File: src/rtl/buf_id_sched_if.sv
// Allocation/release bus between the per-port ingress/egress controllers and buf_id_sched.
interface buf_id_sched_if #(
  parameter int NUM_PORTS = 4,
  parameter int ID_W      = 8
);
  logic [NUM_PORTS-1:0]      in_alloc_req;
  logic [NUM_PORTS-1:0]      out_alloc_gnt;
  logic [ID_W-1:0]           out_alloc_id;
  logic [NUM_PORTS*ID_W-1:0] in_rel_id;
  logic [NUM_PORTS-1:0]      in_rel_wr;
  logic [NUM_PORTS-1:0]      out_rel_ready;
  logic [5:0]                out_free_count;
  logic                      out_init_done;
  logic                      out_rel_err;

  modport master (
    output in_alloc_req, in_rel_id, in_rel_wr,
    input  out_alloc_gnt, out_alloc_id, out_rel_ready,
           out_free_count, out_init_done, out_rel_err
  );

  modport slave (
    input  in_alloc_req, in_rel_id, in_rel_wr,
    output out_alloc_gnt, out_alloc_id, out_rel_ready,
           out_free_count, out_init_done, out_rel_err
  );
endinterface

File: src/rtl/buf_id_sched.sv
// Buffer-ID scheduler: circular free list of 32 IDs, round-robin grant, merged
// per-port release holding registers with in-use bitmap checking.
//
// state  | meaning
// INIT_S | writing IDs 0..31 into free-list entries 0..31, one per cycle; no grants, releases blocked
// RUN_S  | one round-robin grant and one merged release per cycle
module buf_id_sched #(
  parameter int NUM_PORTS = 4,
  parameter int ID_W      = 8
) (
  input logic           clk,
  input logic           rst_n,
  buf_id_sched_if.slave bus
);
  localparam int ID_NUM = 32;
  localparam int PTR_W  = 5;
  localparam int CNT_W  = 6;
  localparam int PW     = $clog2(NUM_PORTS);

  typedef enum logic [0:0] {INIT_S, RUN_S} state_t;

  state_t state_q, state_n;

  logic [PTR_W-1:0] fl_mem [ID_NUM];
  logic [PTR_W-1:0] rd_ptr_q, rd_ptr_n;
  logic [PTR_W-1:0] wr_ptr_q, wr_ptr_n;
  logic [PTR_W-1:0] init_cnt_q, init_cnt_n;
  logic [CNT_W-1:0] count_q, count_n;
  logic [ID_NUM-1:0] bitmap_q, bitmap_n;
  logic [PW-1:0]    rr_q, rr_n;
  logic [PW-1:0]    mrr_q, mrr_n;

  logic [NUM_PORTS-1:0]           hold_vld_q, hold_vld_n;
  logic [NUM_PORTS-1:0][ID_W-1:0] hold_id_q, hold_id_n;

  logic [NUM_PORTS-1:0] gnt_q, gnt_n;
  logic [NUM_PORTS-1:0] ready_q, ready_n;
  logic [ID_W-1:0]      alloc_id_q, alloc_id_n;
  logic                 err_q, err_n;
  logic                 done_q, done_n;

  logic             mem_we;
  logic [PTR_W-1:0] mem_waddr, mem_wdata;
  logic             pop, push;
  logic             a_found, m_found;
  logic [PW-1:0]    a_port, m_port;
  logic [PTR_W-1:0] pop_id;
  logic [ID_W-1:0]  m_id;

  // First set bit of req searching upward from last+1, wrapping.
  function automatic logic rr_pick(input  logic [NUM_PORTS-1:0] req,
                                   input  logic [PW-1:0]        last,
                                   output logic [PW-1:0]        pick);
    logic          found;
    logic [PW-1:0] idx;
    found = 1'b0;
    pick  = last;
    for (int i = 1; i <= NUM_PORTS; i++) begin
      idx = PW'((int'(last) + i) % NUM_PORTS);
      if (!found && req[idx]) begin
        found = 1'b1;
        pick  = idx;
      end
    end
    return found;
  endfunction

  always_comb begin
    state_n    = state_q;
    init_cnt_n = init_cnt_q;
    rd_ptr_n   = rd_ptr_q;
    wr_ptr_n   = wr_ptr_q;
    count_n    = count_q;
    bitmap_n   = bitmap_q;
    rr_n       = rr_q;
    mrr_n      = mrr_q;
    hold_vld_n = hold_vld_q;
    hold_id_n  = hold_id_q;
    gnt_n      = '0;
    alloc_id_n = '0;
    err_n      = 1'b0;
    mem_we     = 1'b0;
    mem_waddr  = wr_ptr_q;
    mem_wdata  = wr_ptr_q;
    pop        = 1'b0;
    push       = 1'b0;
    pop_id     = fl_mem[rd_ptr_q];

    // The port granted last cycle sits out one cycle so it can drop its request.
    a_found = rr_pick(bus.in_alloc_req & ~gnt_q, rr_q, a_port);
    m_found = rr_pick(hold_vld_q, mrr_q, m_port);
    m_id    = hold_id_q[m_port];

    case (state_q)
      INIT_S: begin
        mem_we     = 1'b1;
        wr_ptr_n   = wr_ptr_q + PTR_W'(1);
        count_n    = count_q + CNT_W'(1);
        init_cnt_n = init_cnt_q - PTR_W'(1);
        if (init_cnt_q == '0) begin
          state_n = RUN_S;
        end
      end
      RUN_S: begin
        if (a_found && count_q != '0) begin
          pop               = 1'b1;
          gnt_n[a_port]     = 1'b1;
          alloc_id_n        = ID_W'(pop_id);
          bitmap_n[pop_id]  = 1'b1;
          rr_n              = a_port;
          rd_ptr_n          = rd_ptr_q + PTR_W'(1);
        end
        if (m_found) begin
          hold_vld_n[m_port] = 1'b0;
          mrr_n              = m_port;
          if (m_id[ID_W-1:PTR_W] == '0 && bitmap_q[m_id[PTR_W-1:0]]) begin
            push                        = 1'b1;
            bitmap_n[m_id[PTR_W-1:0]]   = 1'b0;
            mem_we                      = 1'b1;
            mem_wdata                   = m_id[PTR_W-1:0];
            wr_ptr_n                    = wr_ptr_q + PTR_W'(1);
          end else begin
            err_n = 1'b1;
          end
        end
        for (int p = 0; p < NUM_PORTS; p++) begin
          if (bus.in_rel_wr[p] && !hold_vld_q[p]) begin
            hold_vld_n[p] = 1'b1;
            hold_id_n[p]  = bus.in_rel_id[p*ID_W +: ID_W];
          end
        end
        count_n = count_q + CNT_W'(push) - CNT_W'(pop);
      end
      default: state_n = INIT_S;
    endcase

    done_n  = (state_n == RUN_S);
    ready_n = done_n ? ~hold_vld_n : '0;
  end

  // Round-robin pointers reset to the last port so port 0 is served first.
  always_ff @(posedge clk) begin
    if (!rst_n) begin
      state_q    <= INIT_S;
      init_cnt_q <= PTR_W'(ID_NUM - 1);
      rd_ptr_q   <= '0;
      wr_ptr_q   <= '0;
      count_q    <= '0;
      bitmap_q   <= '0;
      rr_q       <= PW'(NUM_PORTS - 1);
      mrr_q      <= PW'(NUM_PORTS - 1);
      hold_vld_q <= '0;
      hold_id_q  <= '0;
      gnt_q      <= '0;
      ready_q    <= '0;
      alloc_id_q <= '0;
      err_q      <= 1'b0;
      done_q     <= 1'b0;
    end else begin
      state_q    <= state_n;
      init_cnt_q <= init_cnt_n;
      rd_ptr_q   <= rd_ptr_n;
      wr_ptr_q   <= wr_ptr_n;
      count_q    <= count_n;
      bitmap_q   <= bitmap_n;
      rr_q       <= rr_n;
      mrr_q      <= mrr_n;
      hold_vld_q <= hold_vld_n;
      hold_id_q  <= hold_id_n;
      gnt_q      <= gnt_n;
      ready_q    <= ready_n;
      alloc_id_q <= alloc_id_n;
      err_q      <= err_n;
      done_q     <= done_n;
    end
  end

  always_ff @(posedge clk) begin
    if (rst_n && mem_we) begin
      fl_mem[mem_waddr] <= mem_wdata;
    end
  end

  assign bus.out_alloc_gnt  = gnt_q;
  assign bus.out_alloc_id   = alloc_id_q;
  assign bus.out_rel_ready  = ready_q;
  assign bus.out_free_count = count_q;
  assign bus.out_init_done  = done_q;
  assign bus.out_rel_err    = err_q;
endmodule

File: src/flat_wrapper.sv
// flat-port wrapper written by rule: the top's interface ports become plain ports
module buf_id_sched_flat 
#(
  parameter int NUM_PORTS = 4,
  parameter int ID_W      = 8
)
  (clk, rst_n, bus_in_alloc_req, bus_in_rel_id, bus_in_rel_wr, bus_out_alloc_gnt, bus_out_alloc_id, bus_out_rel_ready, bus_out_free_count, bus_out_init_done, bus_out_rel_err);
  buf_id_sched_if #(.NUM_PORTS(NUM_PORTS), .ID_W(ID_W)) bus_i ();
  input logic clk;
  input logic rst_n;
  input wire logic [$bits(bus_i.in_alloc_req)-1:0] bus_in_alloc_req;
  input wire logic [$bits(bus_i.in_rel_id)-1:0] bus_in_rel_id;
  input wire logic [$bits(bus_i.in_rel_wr)-1:0] bus_in_rel_wr;
  output wire logic [$bits(bus_i.out_alloc_gnt)-1:0] bus_out_alloc_gnt;
  output wire logic [$bits(bus_i.out_alloc_id)-1:0] bus_out_alloc_id;
  output wire logic [$bits(bus_i.out_rel_ready)-1:0] bus_out_rel_ready;
  output wire logic [$bits(bus_i.out_free_count)-1:0] bus_out_free_count;
  output wire logic [$bits(bus_i.out_init_done)-1:0] bus_out_init_done;
  output wire logic [$bits(bus_i.out_rel_err)-1:0] bus_out_rel_err;
  assign bus_i.in_alloc_req = bus_in_alloc_req;
  assign bus_i.in_rel_id = bus_in_rel_id;
  assign bus_i.in_rel_wr = bus_in_rel_wr;
  assign bus_out_alloc_gnt = bus_i.out_alloc_gnt;
  assign bus_out_alloc_id = bus_i.out_alloc_id;
  assign bus_out_rel_ready = bus_i.out_rel_ready;
  assign bus_out_free_count = bus_i.out_free_count;
  assign bus_out_init_done = bus_i.out_init_done;
  assign bus_out_rel_err = bus_i.out_rel_err;
  buf_id_sched #(.NUM_PORTS(NUM_PORTS), .ID_W(ID_W)) u_core (.clk(clk), .rst_n(rst_n), .bus(bus_i));
endmodule
File: config.mk
export PLATFORM = sky130hd
export DESIGN_NAME = buf_id_sched_flat
export DESIGN_NICKNAME = d
export VERILOG_FILES = /design/src/rtl/buf_id_sched_if.sv /design/src/rtl/buf_id_sched.sv /design/src/flat_wrapper.sv
export SDC_FILE = /design/constraint.sdc
export NUM_CORES = 1
export LEC_CHECK = 0
export BUFFER_PORTS_ARGS = -buffer_cell sky130_fd_sc_hd__clkbuf_2
export CAP_MARGIN = 20
export CORE_ASPECT_RATIO = 1.1
export CORE_MARGIN = 2
export CORE_UTILIZATION = 60
export DETAILED_ROUTE_END_ITERATION = 10
export PLACE_DENSITY = 0.87
export SLEW_MARGIN = 25
export SYNTH_ARGS = -nofsm -noshare
export SYNTH_HDL_FRONTEND = slang
export SYNTH_SLANG_ARGS = --single-unit
File: constraint.sdc
create_clock -name clk -period 10.3 [get_ports clk]
set_input_delay 0.515 -clock clk [delete_from_list [all_inputs] [get_ports clk]]
set_output_delay 0.515 -clock clk [all_outputs]
set_load 0.05 [all_outputs]
==> flow_summary_export.csv, run 1 <==
group,metric,value,unit
power,p_per_area,166,nW/um^2
hold_path,hp-class,"input pin to flop",
setup_path,path_common_cell,"inv_1",
drt,firstDrtPassIters,6,
placed_design,hpwlAfterDp,17.5,mm
global_route,first_global_vias,7542,
timing,setup_slack,5.24,ns
placed_design,place.gp.congestion,0.925,
timing,slew_headroom,0.326,
floorplanning,ios,66,
final_layout,seq_area,7070,sq um
global_route,grt.total_usage,0.257,
timing,period_share,0.491,
timing,skew,0.00979,ns
drt,routed_wirelength,26.3,mm
clock_network,cts_root_buffer,"clkbuf_16",
synthesis,synth_edf_count,160,
setup_path,crit_required,10.73,ns
placed_design,place_ws,5.15,ns
timing,timing.fmax,198,MHz
timing,hold_viol_final,0,
setup_path,critical_path_arrival,5.48,ns
timing,final-setup-viol-count,0,
synthesis,ys_ff_latch,273,
synthesis,synth-main-ff-cell,"edfxtp_1",
hold_path,hold_start,"bus_in_rel_id[23]",
clock_network,clock_tree.buffer_depth,3,
synthesis,syn_avg_cell_area,12.4,sq um
clock_network,cts_resized,0,
outcome,status,"completed",
placed_design,place.port_buffers,62,
clock_network,cts_buffers,26,
floorplanning,die-area,20900,sq um
drt,drtAntennaViolNets,0,
global_route,grt_max_degree,59,
setup_path,crit_slowest_cell,"nor2_2",
timing,period_minus_slack,5.06,ns
final_layout,drive_above_1_share,0.189,
global_route,antenna_found_initial,0,
clock_network,ctsHoldBuffers,0,
floorplanning,coreArea,19200,sq um
power,power,2.19,mW
final_layout,final_common_cell,"edfxtp_1",
final_layout,areaGrowthSynthToFinish,11.2,%
setup_path,path_max_fanout,15,
power,power_leakage,4.33,nW
synthesis,ys_types,67,
clock_network,numClockSinks,273,
timing,worstMarginPinSlew,1.01,ns
clock_network,h-tree-depth,1,
clock_network,clock_latency,0.53,ns
drt,num_vias,7957,
drt,drcViolationCount,0,
setup_path,max_stage_delay,0.68,ns
final_layout,fillers,1325,
clock_network,cts_setup_buffers,0,
placed_design,dp.cells,1227,
synthesis,ys_seq_area_frac,0.597,
floorplanning,row_count,53,
setup_path,critPathCaptureType,"flop",
final_layout,fin_cells,1275,
setup_path,crit_type,"flop to flop",
global_route,grt_pass1_wl,40.8,mm
timing,rsz0062_at_grt,"false",
setup_path,r2r-start,"u_core.hold_vld_q[0]",
synthesis,syn_inst,958,
synthesis,ys_async_sr_fraction,0,
clock_network,tritoncts,"done",
final_layout,nets,1070,
final_layout,num_antenna_cells,0,
floorplanning,die-height,151,microns
power,irDropWorstVdd,0.163,mV
final_layout,layout_common_cells,"edfxtp_1, nand2_1, dfxtp_1",
timing,finalMaxSlewViolations,0,
final_layout,multi_input_area,4480,sq um
setup_path,critPathLaunchType,"flop",
floorplanning,die_w,138,microns
drt,wl_per_cell,20.6,microns
synthesis,yosys_warnings,0,
setup_path,critPathLaunch,"u_core.hold_vld_q[0]",
timing,whs,0.205,ns
global_route,grt_overflow,0,
clock_network,clkTransAtPathRegs,0.07,ns
floorplanning,start_util,0.616,
timing,tns,0,ns
drt,via_per_inst,6.24,
setup_path,crit_chain,"nor2b_1 -> o21ai_0 -> nand4_1 -> and3_1 -> nor2_2 -> a211oi_1 -> o21a_1 -> nor4_1 -> nand3_1 -> inv_1 -> ha_1 -> inv_1 -> fa_1 -> inv_1 -> a21oi_1 -> nor2_1 -> nor2_1 -> xor2_1 -> a211oi_1",
drt,first_iter_violations,799,
run,drv_cap,0,
synthesis,synth_area,11800,sq um
flip-flops by register name, summed over array words and instances, names as in the netlist, named ones only:
signal                     cells
u_core.fl_mem                160
u_core.bus.out_alloc_id        5
u_core.bus.out_free_count      6
u_core.bus.out_rel_ready       4
u_core.bus.out_alloc_gnt       4
u_core.state_q                 1
u_core.init_cnt_q              5
u_core.rd_ptr_q                5
u_core.mem_waddr               5
u_core.mrr_q                   2
u_core.bitmap_q               32
u_core.rr_q                    2
u_core.hold_id_q              32
u_core.bus.out_rel_err         1
u_core.hold_vld_q              4
metal layers:
metal | global-route usage | vias up | wire [microns]
met5 | 0 | - | 0
met4 | 0.0893 | 0 | 814
met3 | 0.0465 | 73 | 2080
met2 | 0.436 | 395 | 13300
met1 | 0.334 | 3846 | 10100
li1 | - | 3643 | -
critical path: cells and delay by family, from the launching register on:
| kind | cells | cell delay (ns) |
|---|---|---|
| simple gates | 8 | 2.31 |
| xor+xnor | 1 | 0.14 |
| compound gates | 5 | 1.11 |
| fa+ha+maj | 2 | 0.58 |
| buf+inv | 3 | 0.33 |
| flops | 1 | 0.47 |
logic make-up (layout without fill, tap and decap cells):
logic type,Yosys count,count (layout),synth area share
multiplexers,75,75,0.120
adder cells (fa/ha/maj),20,20,0.0218
buffers and inverters,75,143,0.0270
AND/OR/NAND/NOR,324,324,0.132
XOR/XNOR,17,17,0.0126
AO/OA/AOI/OAI,173,173,0.0892
flip-flops,273,273,0.597
other,1,3,0.000317
synthesized netlist by cell type, types with 3 or more instances:
master    count  share of area
a211oi_1     12         0.0076
a21boi_0      5         0.0032
a21o_1        3         0.0019
a21oi_1      65          0.027
a22oi_1       3         0.0019
a31oi_1      11         0.0058
a41oi_1       4         0.0030
and2_1        5         0.0026
and3_1       11         0.0058
buf_1         7         0.0022
buf_2         6         0.0025
buf_4         6         0.0038
clkbuf_1     28         0.0089
dfxtp_1     113           0.19
edfxtp_1    160           0.41
ha_1         19          0.020
inv_1        27         0.0086
mux2_2        4         0.0038
mux2i_1      18          0.015
mux4_2       52          0.099
nand2_1     112          0.036
nand2b_1      7         0.0037
nand3_1      22         0.0093
nand3_4       4         0.0059
nand3b_1      3         0.0019
nand4_1       5         0.0026
nor2_1      103          0.033
nor2b_1      10         0.0053
nor3_1       11         0.0046
nor3b_1       5         0.0032
nor4_1        3         0.0016
o211ai_1      7         0.0044
o21a_1        4         0.0025
o21ai_0      38          0.016
o21ai_1       3         0.0013
o31ai_1       5         0.0032
or2_2         4         0.0021
or3_1         4         0.0021
xnor2_1      12         0.0089
xor2_1        5         0.0037
report_power, final:
part / switching (mW) / total [mW] / internal, mW
Sequential: 0.00592 / 1.17 / 1.16
Combinational: 0.0556 / 0.0850 / 0.0295
Clock: 0.404 / 0.935 / 0.531
worst paths after layout:
check	slack (ns)	endpoint	depth (start not counted)
worst max-delay path	5.24	u_core.bus.out_free_count[4]	19
worst min-delay path	0.21	u_core.hold_id_q[23]	3
worst max register to register	5.24	u_core.bus.out_free_count[4]	19
worst min register to register	0.46	u_core.hold_id_q[12]	2
area by class of cell:
cell class,count,share of cell area
well taps,247,0.0235
multi-input cells,612,0.340
clock buffers,28,0.0516
flip-flops and latches,273,0.537
inverters,27,0.00770
repair buffers,68,0.0270
clock inverters,20,0.0132
per-stage QoR:
stage                     utilization  cell area [sq um]
after global routing            0.684              13200
after CTS                       0.684              13200
final                           0.684              13200
after detailed placement        0.640              12300
after global placement          0.640              12300
after floorplan                     -              11800
Note: power is estimated with default switching activity, not from simulation.
==> run 2, diff against run 1 <==
==> constraint.sdc (replaced) <==
create_clock -name clk -period 5.15 [get_ports clk]
set_input_delay 0.2575 -clock clk [delete_from_list [all_inputs] [get_ports clk]]
set_output_delay 0.2575 -clock clk [all_outputs]
set_load 0.05 [all_outputs]
==> run 2 against run 1 <==
- power grew 100%
- die area is the same
- highest routed layer unchanged
- worst hold slack lost 0.011 ns
- critical path type unchanged
- register-to-register slack lost 4.8 ns
- largest power group unchanged
- clock skew grew 0.042 ns
==> flow_summary_export.csv, run 2 (same netlist as run 1, synthesis figures left out) <==
group,metric,value,unit
clock_network,clock_latency,0.58,ns
timing,timing.fmax,214,MHz
final_layout,fillers,1249,
timing,worstMarginPinSlew,0.856,ns
clock_network,h-tree-depth,1,
floorplanning,die_w,138,microns
final_layout,layout_common_cells,"edfxtp_1, nand2_1, dfxtp_1",
final_layout,regMostFlops,"u_core.fl_mem",
timing,tns,0,ns
power,irDropWorstVdd,0.413,mV
outcome,status,"completed",
final_layout,nets,1109,
setup_path,crit_type,"flop to flop",
drt,wl_per_cell,21.4,microns
drt,first_iter_violations,837,
setup_path,crit_required,5.58,ns
clock_network,clkTransAtPathRegs,0.06,ns
floorplanning,row_count,53,
global_route,first_global_vias,8251,
timing,hold_viol_final,0,
drt,drtAntennaViolNets,0,
placed_design,place.gp.congestion,0.963,
floorplanning,ios,66,
final_layout,num_antenna_cells,0,
floorplanning,die-area,20900,sq um
timing,rsz0062_at_grt,"false",
final_layout,areaGrowthSynthToFinish,14.5,%
drt,firstDrtPassIters,6,
placed_design,place.port_buffers,62,
final_layout,multi_input_area,4470,sq um
timing,period_minus_slack,4.68,ns
clock_network,cts_resized,0,
global_route,grt_pass1_wl,44.0,mm
floorplanning,die-height,151,microns
power,p_per_area,330,nW/um^2
global_route,antenna_found_initial,0,
global_route,grt.total_usage,0.278,
timing,setup_slack,0.467,ns
clock_network,numClockSinks,273,
timing,final-setup-viol-count,0,
clock_network,tritoncts,"done",
setup_path,critPathCaptureType,"flop",
drt,via_per_inst,6.25,
final_layout,drive_above_1_share,0.178,
placed_design,hpwlAfterDp,17.9,mm
run,drv_cap,0,
timing,period_share,0.909,
final_layout,largest_reg_flops,160,
final_layout,top_regs,"u_core.fl_mem: 160 flops, u_core.bitmap_q: 32 flops, u_core.hold_id_q: 32 flops",
floorplanning,coreArea,19200,sq um
drt,routed_wirelength,28.2,mm
clock_network,cts_buffers,28,
timing,skew,0.0515,ns
clock_network,clock_tree.buffer_depth,3,
clock_network,cts_root_buffer,"clkbuf_16",
hold_path,hp-class,"input pin to flop",
setup_path,path_max_fanout,15,
setup_path,critical_path_arrival,5.11,ns
setup_path,critPathLaunchType,"flop",
drt,num_vias,8215,
placed_design,place_ws,0.635,ns
final_layout,seq_area,7070,sq um
drt,drcViolationCount,0,
floorplanning,start_util,0.616,
power,power_leakage,4.54,nW
global_route,grt_overflow,0,
final_layout,final_common_cell,"edfxtp_1",
timing,slew_headroom,0.413,
global_route,grt_max_degree,59,
final_layout,utilization,0.705,
timing,finalMaxSlewViolations,0,
run 2: changes by cell type in the layout (fill, tap and decap cells not counted), moves of 2 or more:
cell	delta
dlygate4sd3_1	+32
clkinv_1	+3
clkinvlp_4	-8
clkbuf_1	+6
buf_4	+4
clkbuf_8	+2
run 2: cell type report:
cell class                 instances  area share
clock buffer                      37      0.0556
clock inverter                    13     0.00978
inverter                          27     0.00757
multi-input combinational        612       0.329
sequential                       273       0.521
tap                              247      0.0228
timing repair buffer             105      0.0535
run 2: routing by layer:
metal,part of all wire,global-route usage
met5,0,0
met4,0.042,0.112
met3,0.079,0.0425
met2,0.51,0.481
met1,0.37,0.350
run 2: what timing repair did:
| action | 4_1_cts | 5_1_grt |
|---|---|---|
| hold buffers | 32 | 0 |
| setup buffers | 0 | 0 |
| hold endpoints to repair | 32 | 0 |
run 2: stage by stage:
step | hold WS [ns] | power (mW) | std cells | area (sq um)
after global placement | 0.442 | 2.54 | 1232 | 12400
final | 0.194 | 4.48 | 1314 | 13600
after CTS | 0.180 | 4.49 | 1314 | 13600
after detailed placement | 0.449 | 2.55 | 1232 | 12400
after global routing | 0.212 | 4.61 | 1314 | 13600
after floorplan | 0.393 | 2.49 | 960 | 11800
run 2: worst paths after layout:
kind,endpoint,slack (ns),startpoint,cells past startpoint
worst max register to register,u_core.bus.out_free_count[4],0.47,u_core.hold_vld_q[3],20
worst min-delay path,u_core.hold_id_q[0],0.19,bus_in_rel_wr[0],5
worst max-delay path,u_core.bus.out_free_count[4],0.47,u_core.hold_vld_q[3],20
worst min register to register,u_core.hold_id_q[25],0.46,u_core.hold_id_q[25],2
run 2: worst max-delay path, stage by stage (launching register included):
cell      delay [ns]
dfxtp_1         0.44
nor2b_1         0.25
or2_1           0.17
a21oi_1         0.15
buf_4           0.22
and3_1          0.22
nor2_2          0.58
a211oi_1        0.17
o21a_1          0.23
nor4_1          0.47
nand3_1         0.26
inv_1           0.16
ha_1            0.18
inv_1           0.05
fa_1            0.40
inv_1           0.08
a21oi_1         0.06
nor2_1          0.09
nor2_1          0.05
xor2_1          0.13
a211oi_1        0.21
run 2: power by group:
group | internal [mW] | leakage, nW | switching (mW)
Clock | 1.13 | 0.432 | 0.824
Combinational | 0.0752 | 1.77 | 0.119
Sequential | 2.32 | 2.33 | 0.0124
Total | 3.52 | 4.54 | 0.955
